**src/rtl/execute_control_unit.sv**
```systemverilog
// Execute/write-back control stage: branch resolution against held flags,
// register-file/memory/SP write-back, and stall/flush back to the decode pipeline.
module execute_control_unit #(
    parameter int              W            = 16,
    parameter logic [W-1:0]    SP_INIT      = 16'hFFFF,
    parameter int              FLUSH_CYCLES = 2
) (
    input  logic         CLK,
    input  logic         RST,
    input  logic         valid_IN,
    input  logic         input_IN,
    input  logic         wren_IN,
    input  logic         ADR_MUX_IN,
    input  logic         write_IN,
    input  logic         PC_load_IN,
    input  logic         SPR_w_IN,
    input  logic         SPR_i_IN,
    input  logic         SPR_d_IN,
    input  logic         SW_IN,
    input  logic         MAD_MUX_IN,
    input  logic [2:0]   writeAd_IN,
    input  logic [2:0]   cond_IN,
    input  logic [2:0]   op2_IN,
    input  logic [W-1:0] alu_result_IN,
    input  logic [3:0]   alu_flags_IN,
    input  logic [W-1:0] ext_data_IN,
    input  logic         ext_valid_IN,
    output logic         ext_ack_OUT,
    output logic         rf_we_OUT,
    output logic [2:0]   rf_ad_OUT,
    output logic [W-1:0] rf_data_OUT,
    output logic         mem_we_OUT,
    output logic         adr_mux_OUT,
    output logic         sw_OUT,
    output logic         mad_mux_OUT,
    output logic [2:0]   op2_OUT,
    output logic         pc_load_OUT,
    output logic         flush_OUT,
    output logic         stall_OUT,
    output logic [W-1:0] SP_OUT,
    output logic [3:0]   flags_OUT
);

    localparam logic ST_RUN   = 1'b0;
    localparam logic ST_FLUSH = 1'b1;
    localparam logic [2:0] FLUSH_LOAD = 3'(FLUSH_CYCLES - 1);

    logic         state_reg, state_next;
    logic [2:0]   cnt_reg, cnt_next;
    logic [3:0]   flags_reg, flags_next;
    logic [W-1:0] sp_reg, sp_next;
    logic [W-1:0] rf_data_reg;
    logic [2:0]   rf_ad_reg;
    logic [2:0]   op2_reg;
    logic         rf_we_reg, mem_we_reg, pc_load_reg, ext_ack_reg;
    logic [2:0]   pass_in, pass_reg;

    logic stall, accept, cond_true, taken;

    assign stall  = valid_IN & input_IN & wren_IN & ~ext_valid_IN & (state_reg == ST_RUN);
    assign accept = valid_IN & ~stall & (state_reg == ST_RUN);

    // Flags layout is {S,Z,C,V}; the condition sees flags before this bundle's update.
    always_comb begin
        cond_true = 1'b0;
        case (cond_IN)
            3'b000:  cond_true =  flags_reg[2];
            3'b001:  cond_true = ~flags_reg[2];
            3'b010:  cond_true =  flags_reg[3];
            3'b011:  cond_true = ~flags_reg[3];
            3'b100:  cond_true =  flags_reg[1];
            3'b101:  cond_true = ~flags_reg[1];
            3'b110:  cond_true =  flags_reg[0];
            default: cond_true =  1'b1;
        endcase
    end

    assign taken = accept & PC_load_IN & cond_true;

    always_comb begin
        state_next = state_reg;
        cnt_next   = cnt_reg;
        case (state_reg)
            ST_RUN: begin
                if (taken) begin
                    state_next = ST_FLUSH;
                    cnt_next   = FLUSH_LOAD;
                end
            end
            default: begin
                if (cnt_reg == 3'd0) begin
                    state_next = ST_RUN;
                end else begin
                    cnt_next = cnt_reg - 3'd1;
                end
            end
        endcase
    end

    always_comb begin
        flags_next = flags_reg;
        if (accept && wren_IN && !input_IN) begin
            flags_next = alu_flags_IN;
        end
    end

    always_comb begin
        sp_next = sp_reg;
        if (accept) begin
            if (SPR_w_IN) begin
                sp_next = alu_result_IN;
            end else if (SPR_i_IN) begin
                sp_next = sp_reg + {{(W-1){1'b0}}, 1'b1};
            end else if (SPR_d_IN) begin
                sp_next = sp_reg - {{(W-1){1'b0}}, 1'b1};
            end
        end
    end

    always_ff @(posedge CLK) begin
        if (RST) begin
            state_reg   <= ST_RUN;
            cnt_reg     <= 3'd0;
            flags_reg   <= 4'd0;
            sp_reg      <= SP_INIT;
            rf_we_reg   <= 1'b0;
            rf_ad_reg   <= 3'd0;
            rf_data_reg <= '0;
            mem_we_reg  <= 1'b0;
            pc_load_reg <= 1'b0;
            ext_ack_reg <= 1'b0;
            op2_reg     <= 3'd0;
        end else begin
            state_reg   <= state_next;
            cnt_reg     <= cnt_next;
            flags_reg   <= flags_next;
            sp_reg      <= sp_next;
            rf_we_reg   <= accept & wren_IN;
            mem_we_reg  <= accept & write_IN;
            pc_load_reg <= taken;
            ext_ack_reg <= accept & wren_IN & input_IN;
            if (accept && wren_IN) begin
                rf_ad_reg   <= writeAd_IN;
                rf_data_reg <= input_IN ? ext_data_IN : alu_result_IN;
            end
            if (accept) begin
                op2_reg <= op2_IN;
            end
        end
    end

    // Single-bit pass-through controls, captured with each accepted bundle.
    assign pass_in = {ADR_MUX_IN, SW_IN, MAD_MUX_IN};

    generate
        for (genvar gi = 0; gi < 3; gi++) begin : g_pass
            always_ff @(posedge CLK) begin
                if (RST) begin
                    pass_reg[gi] <= 1'b0;
                end else if (accept) begin
                    pass_reg[gi] <= pass_in[gi];
                end
            end
        end
    endgenerate

    assign stall_OUT   = stall;
    assign flush_OUT   = (state_reg == ST_FLUSH);
    assign pc_load_OUT = pc_load_reg;
    assign rf_we_OUT   = rf_we_reg;
    assign rf_ad_OUT   = rf_ad_reg;
    assign rf_data_OUT = rf_data_reg;
    assign mem_we_OUT  = mem_we_reg;
    assign ext_ack_OUT = ext_ack_reg;
    assign op2_OUT     = op2_reg;
    assign adr_mux_OUT = pass_reg[2];
    assign sw_OUT      = pass_reg[1];
    assign mad_mux_OUT = pass_reg[0];
    assign SP_OUT      = sp_reg;
    assign flags_OUT   = flags_reg;

endmodule

```
**config.mk**
```make
export PLATFORM = sky130hd
export DESIGN_NAME = execute_control_unit
export DESIGN_NICKNAME = d
export VERILOG_FILES = /design/src/rtl/execute_control_unit.sv
export SDC_FILE = /design/constraint.sdc
export NUM_CORES = 1
export LEC_CHECK = 0
export CELL_PAD_IN_SITES_DETAIL_PLACEMENT = 0
export CELL_PAD_IN_SITES_GLOBAL_PLACEMENT = 2
export CORE_MARGIN = 1
export CORE_UTILIZATION = 25
export DETAILED_ROUTE_END_ITERATION = 12
export GPL_TIMING_DRIVEN = 1
export PLACE_DENSITY = 0.87
export SKIP_LAST_GASP = 1
export SYNTH_ARGS = -nofsm -noshare
export SYNTH_HDL_FRONTEND = slang
export SYNTH_SLANG_ARGS = --single-unit
```
**constraint.sdc**
```tcl
create_clock -name CLK -period 2.7 [get_ports CLK]
set_clock_uncertainty 0.05 [all_clocks]
set_input_delay 0.405 -clock CLK [delete_from_list [all_inputs] [get_ports CLK]]
set_output_delay 0.405 -clock CLK [all_outputs]
set_load 0.1 [all_outputs]
```
# --- Word level (Yosys, flattened, before mapping) ---
# Index checks and enable logic that the tools add are counted.
word_totals:
  regBits: 53
  latchBits: 0
  mem_bits_rw: 0
  mem_bits_ro: 0
  input_bits: 59
  out_inout_bits: 51
  elab_cells: 61
  n_memories: 0
classes:
  add_sub_neg: 3
  mul: 0
  n_div: 0
  magnitude_cmp: 0
  n_eq_ne: 7
  shifts: 0
  n_mux: 11
  bitwise: 17
  reduce_logical: 9
ops:
  columns: ["cell", "n"]
  rows:
  - ["2-to-1 mux 16 bit", 4]
  - ["adder 16 x 1 -> 16 bit (second input constant)", 1]
  - ["subtractor 16 x 1 -> 16 bit (second input constant)", 1]
  - ["bitwise AND 1 bit", 11]
  - ["equality test 3 bit (second input constant)", 3]
  - ["2-to-1 mux 3 bit", 3]
  - ["case mux 1 bit (7 select lines)", 1]
  - ["equality test 3 x 2 -> 1 bit (second input constant)", 2]
  - ["zero test 3 bit", 2]
  - ["NOT 1 bit", 6]
  - ["AND reduction 2 bit", 2]
  - ["equality test 3 x 1 -> 1 bit (second input constant)", 1]
  - ["2-to-1 mux 1 bit", 3]
  - ["nonzero test 3 bit", 1]
  - ["subtractor 3 x 1 -> 3 bit (second input constant)", 1]
  - ["logical AND 1 bit", 2]
  - ["inequality test 2 bit (second input constant)", 1]
  - ["nonzero test 2 bit", 1]
  - ["zero test 1 bit", 1]

# --- Depth between registers and ports, before layout ---
logic_depth:
  depth_word: 11
  depth_mapped: 9

# --- Least setup slack after synthesis ---
# Ideal clock, no wire load.
synth_timing:
  kind: "flip-flop to output port"
  start: "reg state_reg, in the netlist flush_OUT"
  end: "out stall_OUT"
  arrival_ns: 2.454
  required_ns: 2.245
  slack_ns: -0.209
  path_stages_with_launch: 4
  n_path_buf: 0
  cell_sequence: "dfxtp_1 nor2b_2 and3_1 nor2b_1"
synth_between:
  elab_chain_len: 2
synth_lines:
  columns: ["element", "line", "source"]
  rows:
  - ["from (decl)", "48", "logic state_reg, state_next;"]
  - ["from (signal assigned)", "134", "state_reg <= state_next;"]
  - ["NOT 1 bit", null, null]
  - ["bitwise AND 1 bit", "60", "assign stall = valid_IN & input_IN & wren_IN & ~ext_valid_IN & (state_reg == ST_RUN);"]
  - ["to (decl)", "39", "output logic stall_OUT,"]
# No other way between the ends.

# --- Worst setup path after layout ---
layout_timing:
  start: "in SPR_i_IN"
  end: "reg sp_reg[10], in the netlist SP_OUT[10]"
layout_between:
  elab_chain_len: 2
  elab_cells_between_ends: 4
layout_lines:
  columns: ["element", "line", "source"]
  rows:
  - ["from (decl)", "17", "input logic SPR_i_IN,"]
  - ["nonzero test 3 bit (no line) / 2-to-1 mux 16 bit (equally long branches)", null, null]
  - ["AND reduction 2 bit (no line) / 2-to-1 mux 16 bit (equally long branches)", null, null]
  - ["to (signal assigned)", "137", "sp_reg <= sp_next;"]
  - ["to (decl)", "51", "logic [W-1:0] sp_reg, sp_next;"]
# Several ways; a longest one is shown, not always the timed one.
# A chain may end at the register's enable or synchronous reset.

==> flow_summary.yaml <==
sta:
  timing.final.crit_period_ps: 2510
  slew_viol_final: 0
  slew_headroom_pct: 47.9
  rsz0062_at_grt: "false"
  max_freq_mhz: 398
  fin_crit_sh_pct: 93.1
  hold_viol_final: 0
  finalSetupTns_ps: 0
  worst_slew_pin_slew_ps: 778
  hold_slack_ps: 413
  setup_viol: 0
global_routing:
  grt_pass1_wl_mm: 16.0
  grt_pass1_vias: 3071
  grt_antenna_before_repair: 0
  top_usage_layer: "met2"
  grt_max_degree: 37
  grt_use_met1_pct: 21.4
  grt_use_met3_pct: 2.54
  grt.overflow.total: 0
  grtUsageMet2_pct: 26.8
  grtUsageTotal_pct: 16.0
cts:
  clk_pin_slew_worst_paths_ps: 70
  cts_hold_buffers: 0
  cts-root-buf: "clkbuf_16"
  htreeDepth: 2
  cts_buffers: 5
  max-clock-path-buffers: 2
  cts.sinks: 53
  cts_tree: "done"
  clock_latency_ps: 300
logic_synthesis:
  yosysSeqAreaShare_pct: 35.0
  syn_nets: 435
  synth_area_um2: 3030
  synth_edf_count: 0
  syn_inst: 359
  synthFlopType: "dfxtp_1"
  async_flop_share_pct: 0
  avgSynthCellArea_um2: 8.43
  yosys_warnings: 0
  ys_seq_elements: 53
  ys_types: 56
placement:
  io_buffer_count: 109
  place_area_um2: 4410
  hpwl_mm: 7.86
  gp_congestion: 0.811
layout:
  fillers: 1209
  antenna_cells: 0
  drive_gt1_share_pct: 24.2
  final_common_cell: "buf_4"
  area_growth_pct: 51.4
  multiInputGateArea_um2: 1820
  final_area_um2: 4590
  final_cell_mix: "94 x buf_4, 57 x clkdlybuf4s50_1, 51 x dfxtp_1, 40 x nor2_1, 27 x nand2_1"
  fin_nets: 570
  final_util_pct: 39.5
  final-seq-area_um2: 1060
drt:
  route.detailed.drc: 0
  drtIter0Drc: 107
  drtAntennaViolNets: 0
  wire_per_inst_um: 15.6
  vias: 3176
  dr.pass1.iters: 6
  routed_wl_mm: 9.93
  viasPerCell: 4.98
die:
  die_w_um: 112
  coreArea_um2: 11600
  io-pin-count: 110
  num_rows: 39
  initial_utilization_pct: 26.1
  die-area_um2: 12600
  die_h_um: 112
worst_setup_path:
  required_ps: 2880
  cp.arrival_ps: 2690
  crit_type: "input pin to register"
  crit_fanout: 4
  endpoint_kind: "register"
  cp-start-kind: "input pin"
hold_path:
  worstHoldPathType: "register to register"
power:
  power_density_nw_per_um2: 595
  leakage_nw: 1.87
  peakVddDrop_mv: 0.326
  power.total_w: 0.00273
status:
  status: "completed"
job:
  cap_violations: 0
-- repair_timing --
| item | in CTS | in global routing |
|---|---|---|
| gates resized for setup | 0 | 1 |
| buffers inserted | 0 | 0 |
| setup endpoints to repair | 0 | 1 |
-- per-layer routing --
layer	vias to the layer above	wire length [um]
li1	1597	-
met1	1499	4730
met2	73	4710
met3	7	392
met4	0	92
met5	-	0
-- final cells by class --
cell class	instances	area share [%]
Clock buffer	5	2.73
Clock inverter	3	1.04
Inverter	9	0.737
Multi-Input combinational cell	271	39.6
Sequential cell	53	23.2
Tap cell	143	3.90
Timing Repair Buffer	154	28.8
-- synth_stat cells (all sizes together) (3+ instances only) --
library cell  count  area (um2)
a211o             3        26.3
a211oi            5        37.5
a21oi            26         130
a221oi           21         184
a31oi             5        31.3
and2              4        27.5
and3              4        25.0
buf               8        57.6
clkbuf           18        67.6
dfxtp            53        1060
ha               16         200
inv               9        33.8
mux2i             9        90.1
nand2            28         108
nand2b            5        31.3
nand3             4        20.0
nand4             4        25.0
nor2             40         150
nor2b             6        40.0
nor3             12        60.1
nor3b            16         120
o21a              3        22.5
o21ai            18        93.8
o31a              3        26.3
o31ai             4        30.0
xnor2             7        61.3
xor2              3        26.3
-- worst paths after layout --
path / startpoint / endpoint / slack, ps / cells after the start
worst max-delay path: SPR_i_IN / SP_OUT[10]$_SDFFE_PP1P_ / 190 / 9
worst min-delay path: op2_OUT[1]$_SDFFE_PP0N_ / op2_OUT[1]$_SDFFE_PP0N_ / 410 / 2
worst max register to register: SP_OUT[0]$_SDFFE_PP1P_ / SP_OUT[10]$_SDFFE_PP1P_ / 440 / 8
worst min register to register: op2_OUT[1]$_SDFFE_PP0N_ / op2_OUT[1]$_SDFFE_PP0N_ / 410 / 2
-- critical path, stage by stage --
cell and delay (ps):
clkdlybuf4s50_1 420, buf_4 150, fa_1 430, and2b_1 220
o2111ai_1 130, nand2_1 160, o311ai_2 120, or4b_1 480
a31oi_1 160
-- report_power, final --
group | internal [W] | total (W) | switching (W)
Clock | 0.000446 | 0.000770 | 0.000325
Sequential | 0.000831 | 0.000872 | 0.0000408
Combinational | 0.000406 | 0.00108 | 0.000678
-- per-stage QoR --
stage / cells / setup slack [ps]
floorplan: 359 / 78.6
global placement: 630 / -65.9
detailed placement: 630 / -149
CTS: 638 / 159
global route: 638 / 24.5
finish: 638 / 186
-- logic make-up (layout without fill, tap and decap cells) --
logic type / Yosys count / after routing / share of synthesized area, %
adder cells (fa/ha/maj): 17 / 17 / 7.27
XOR/XNOR: 10 / 10 / 2.89
AO/OA/AOI/OAI: 103 / 103 / 24.0
buffers and inverters: 35 / 171 / 5.25
multiplexers: 10 / 10 / 3.35
AND/OR/NAND/NOR: 131 / 131 / 22.2
flip-flops: 53 / 53 / 35.0
Note: power is estimated with default switching activity, not from simulation.
==> variant: new RTL, config.mk and constraints unchanged <==
Change the parameter `W` from 16 to 18.
--- a/src/rtl/execute_control_unit.sv
+++ b/src/rtl/execute_control_unit.sv
@@ -1,7 +1,7 @@
 // Execute/write-back control stage: branch resolution against held flags,
 // register-file/memory/SP write-back, and stall/flush back to the decode pipeline.
 module execute_control_unit #(
-    parameter int              W            = 16,
+    parameter int              W            = 18,
     parameter logic [W-1:0]    SP_INIT      = 16'hFFFF,
     parameter int              FLUSH_CYCLES = 2
 ) (
Ports: changed (resized SP_OUT, alu_result_IN, ext_data_IN and rf_data_OUT); port bits go from 110 to 118. No check against the original RTL was run, so the function may have changed too.
==> variant against the unedited design <==
Final cell count increased by 18%; power increased by 27%; routed wire length increased by 14%; area after synthesis increased by 9.2%; largest power group unchanged; highest routed layer unchanged; sequential share of layout area decreased by 1.0 points; final area increased by 13%; setup slack improved by 0.044 ns; sequential cell count increased by 4.
==> variant: results (changes against the unedited design) <==
Parameter                              Value

Placed design
  Routability congestion estimate ... 0.867 (+7.0%)
  Half-perimeter wire length of the detailed placement result ... 8660 um (+10%)
  PortBufs ... 117 (+7.3%)

Cells and area
  Final net count ... 660 (+16%)
  Fraction of final layout cells with drive strength greater than 1 ... 0.252 (+0.00972)
  Fillcell total ... 1292 (+6.9%)

Clock tree
  Clock latency at the later pin of the worst-skew pair ... 0.33 ns (+0.03 ns)
  Number of buffers added by the clock tree synthesis step ... 9 (+4)
  Reg clk slew, reported paths ... 0.05 ns (-0.02 ns)
  H-Tree Depth ... 3 (+1)

Worst setup path
  Max FO, Critical Path ... 7 (+3)
  Kind of cell with the highest combined delay on the critical path ... buffers and inverters
  Critical Path Slowest Stage Cell ... ha_1
  Slowest stage delay, CP ... 0.31 ns (-0.17 ns)
  Worst EP arrival ... 2.67 ns (-0.02 ns)

Timing
  Final TNS setup ... 0 ns (unchanged)
  Worst slew margin relative to its limit ... 0.620 (+0.141)

GRT
  Global-route wire length before repair ... 17500 um (+9.7%)
  Global-route total usage across every layer ... 0.170 (+0.0103)
  Pin count of the biggest net entering global routing ... 43 (+16%)
  Via count of the first global-routing pass ... 3580 (+17%)
  Met1 usage ... 0.204 (-0.0103)
  M2 GR Usage ... 0.283 (+0.0149)

Run status
  Run status ... finished, final reports clean

Logic synthesis
  Sequential cell area fraction in the yosys report ... 0.345 (-0.00535)
  Main area contributors after synthesis ... dfxtp_1 35%, ha_1 6.8%, nor2_1 6.2%, a21oi_1 5.1%, nand2_1 4.2%
  Most frequent cells after synthesis ... 57 x dfxtp_1, 55 x nor2_1, 37 x nand2_1
  Post-synthesis net count ... 505 (+16%)

Routing
  Drt via density ... 4.79 (-3.8%)
  DRT iter0 DRCs ... 137 (+28%)
  Number of search-and-repair iterations in the first detailed-routing pass ... 4 (-2)
  Wire per inst ... 15.1 um (-3.3%)

Pwr
  Leak pwr ... 2.21 nW (+18%)
  Peak VDD IR ... 435 uV (+33%)

Floorplan
  Starting Density ... 0.259 (-0.00183)
## variant: path summary, 6_finish.rpt
| check | from | to | slack (ns) | cells past startpoint |
|---|---|---|---|---|
| worst max-delay path | SPR_i_IN | SP_OUT[15]$_SDFFE_PP1P_ | 0.23 | 13 |
| worst min register to register | sw_OUT$_SDFFE_PP0N_ | sw_OUT$_SDFFE_PP0N_ | 0.40 | 2 |
| worst min-delay path | sw_OUT$_SDFFE_PP0N_ | sw_OUT$_SDFFE_PP0N_ | 0.40 | 2 |
| worst max register to register | SP_OUT[0]$_SDFFE_PP1P_ | SP_OUT[14]$_SDFFE_PP1P_ | 0.33 | 9 |
## variant: worst min-delay path: cells and delay by family, from the launching register on
family | cells | cell delay, ns
compound gates | 1 | 0.05
simple gates | 1 | 0.05
flops | 1 | 0.30
## variant: where the power goes
part	switching, mW	internal [mW]
Sequential	0.0476	0.905
Clock	0.406	0.802
Combinational	0.814	0.478
Total	1.27	2.18
## variant: final cells by class
| type | instances | area, sq um | area share |
|---|---|---|---|
| multi-input cells | 312 | 1970 | 0.379 |
| repair buffers | 170 | 1440 | 0.277 |
| flip-flops and latches | 57 | 1150 | 0.222 |
| clock buffers | 10 | 229 | 0.0441 |
| well taps | 172 | 215 | 0.0414 |
| inverters | 28 | 109 | 0.0209 |
| clock inverters | 6 | 82.6 | 0.0159 |
## variant: logic make-up after synthesis
family          share of synthesized area
flops                               0.345
compound gates                      0.290
simple gates                        0.175
buf+inv                            0.0628
xor+xnor                           0.0344
fa+ha+maj                          0.0742
mux                                0.0182
## variant: metrics by stage
| step | area [sq um] | setup slack (ns) | std cells |
|---|---|---|---|
| detailed placement | 4870 | -0.447 | 738 |
| floorplan | 3320 | 0.00733 | 423 |
| finish | 5200 | 0.230 | 755 |
| global route | 5200 | 0.0620 | 755 |
| global placement | 4870 | -0.307 | 738 |
| CTS | 5200 | 0.246 | 755 |
## variant: what timing repair did
| item | CTS | global route |
|---|---|---|
| setup buffers | 1 | 0 |
| setup endpoints to repair | 4 | 0 |
| resized for setup | 4 | 0 |
| hold buffers | 0 | 0 |
## variant: per-layer routing
metal	vias to the layer above	wire length (um)
met4	0	218
met2	119	5240
li1	1812	-
met1	1661	5070
met5	-	0
met3	24	833
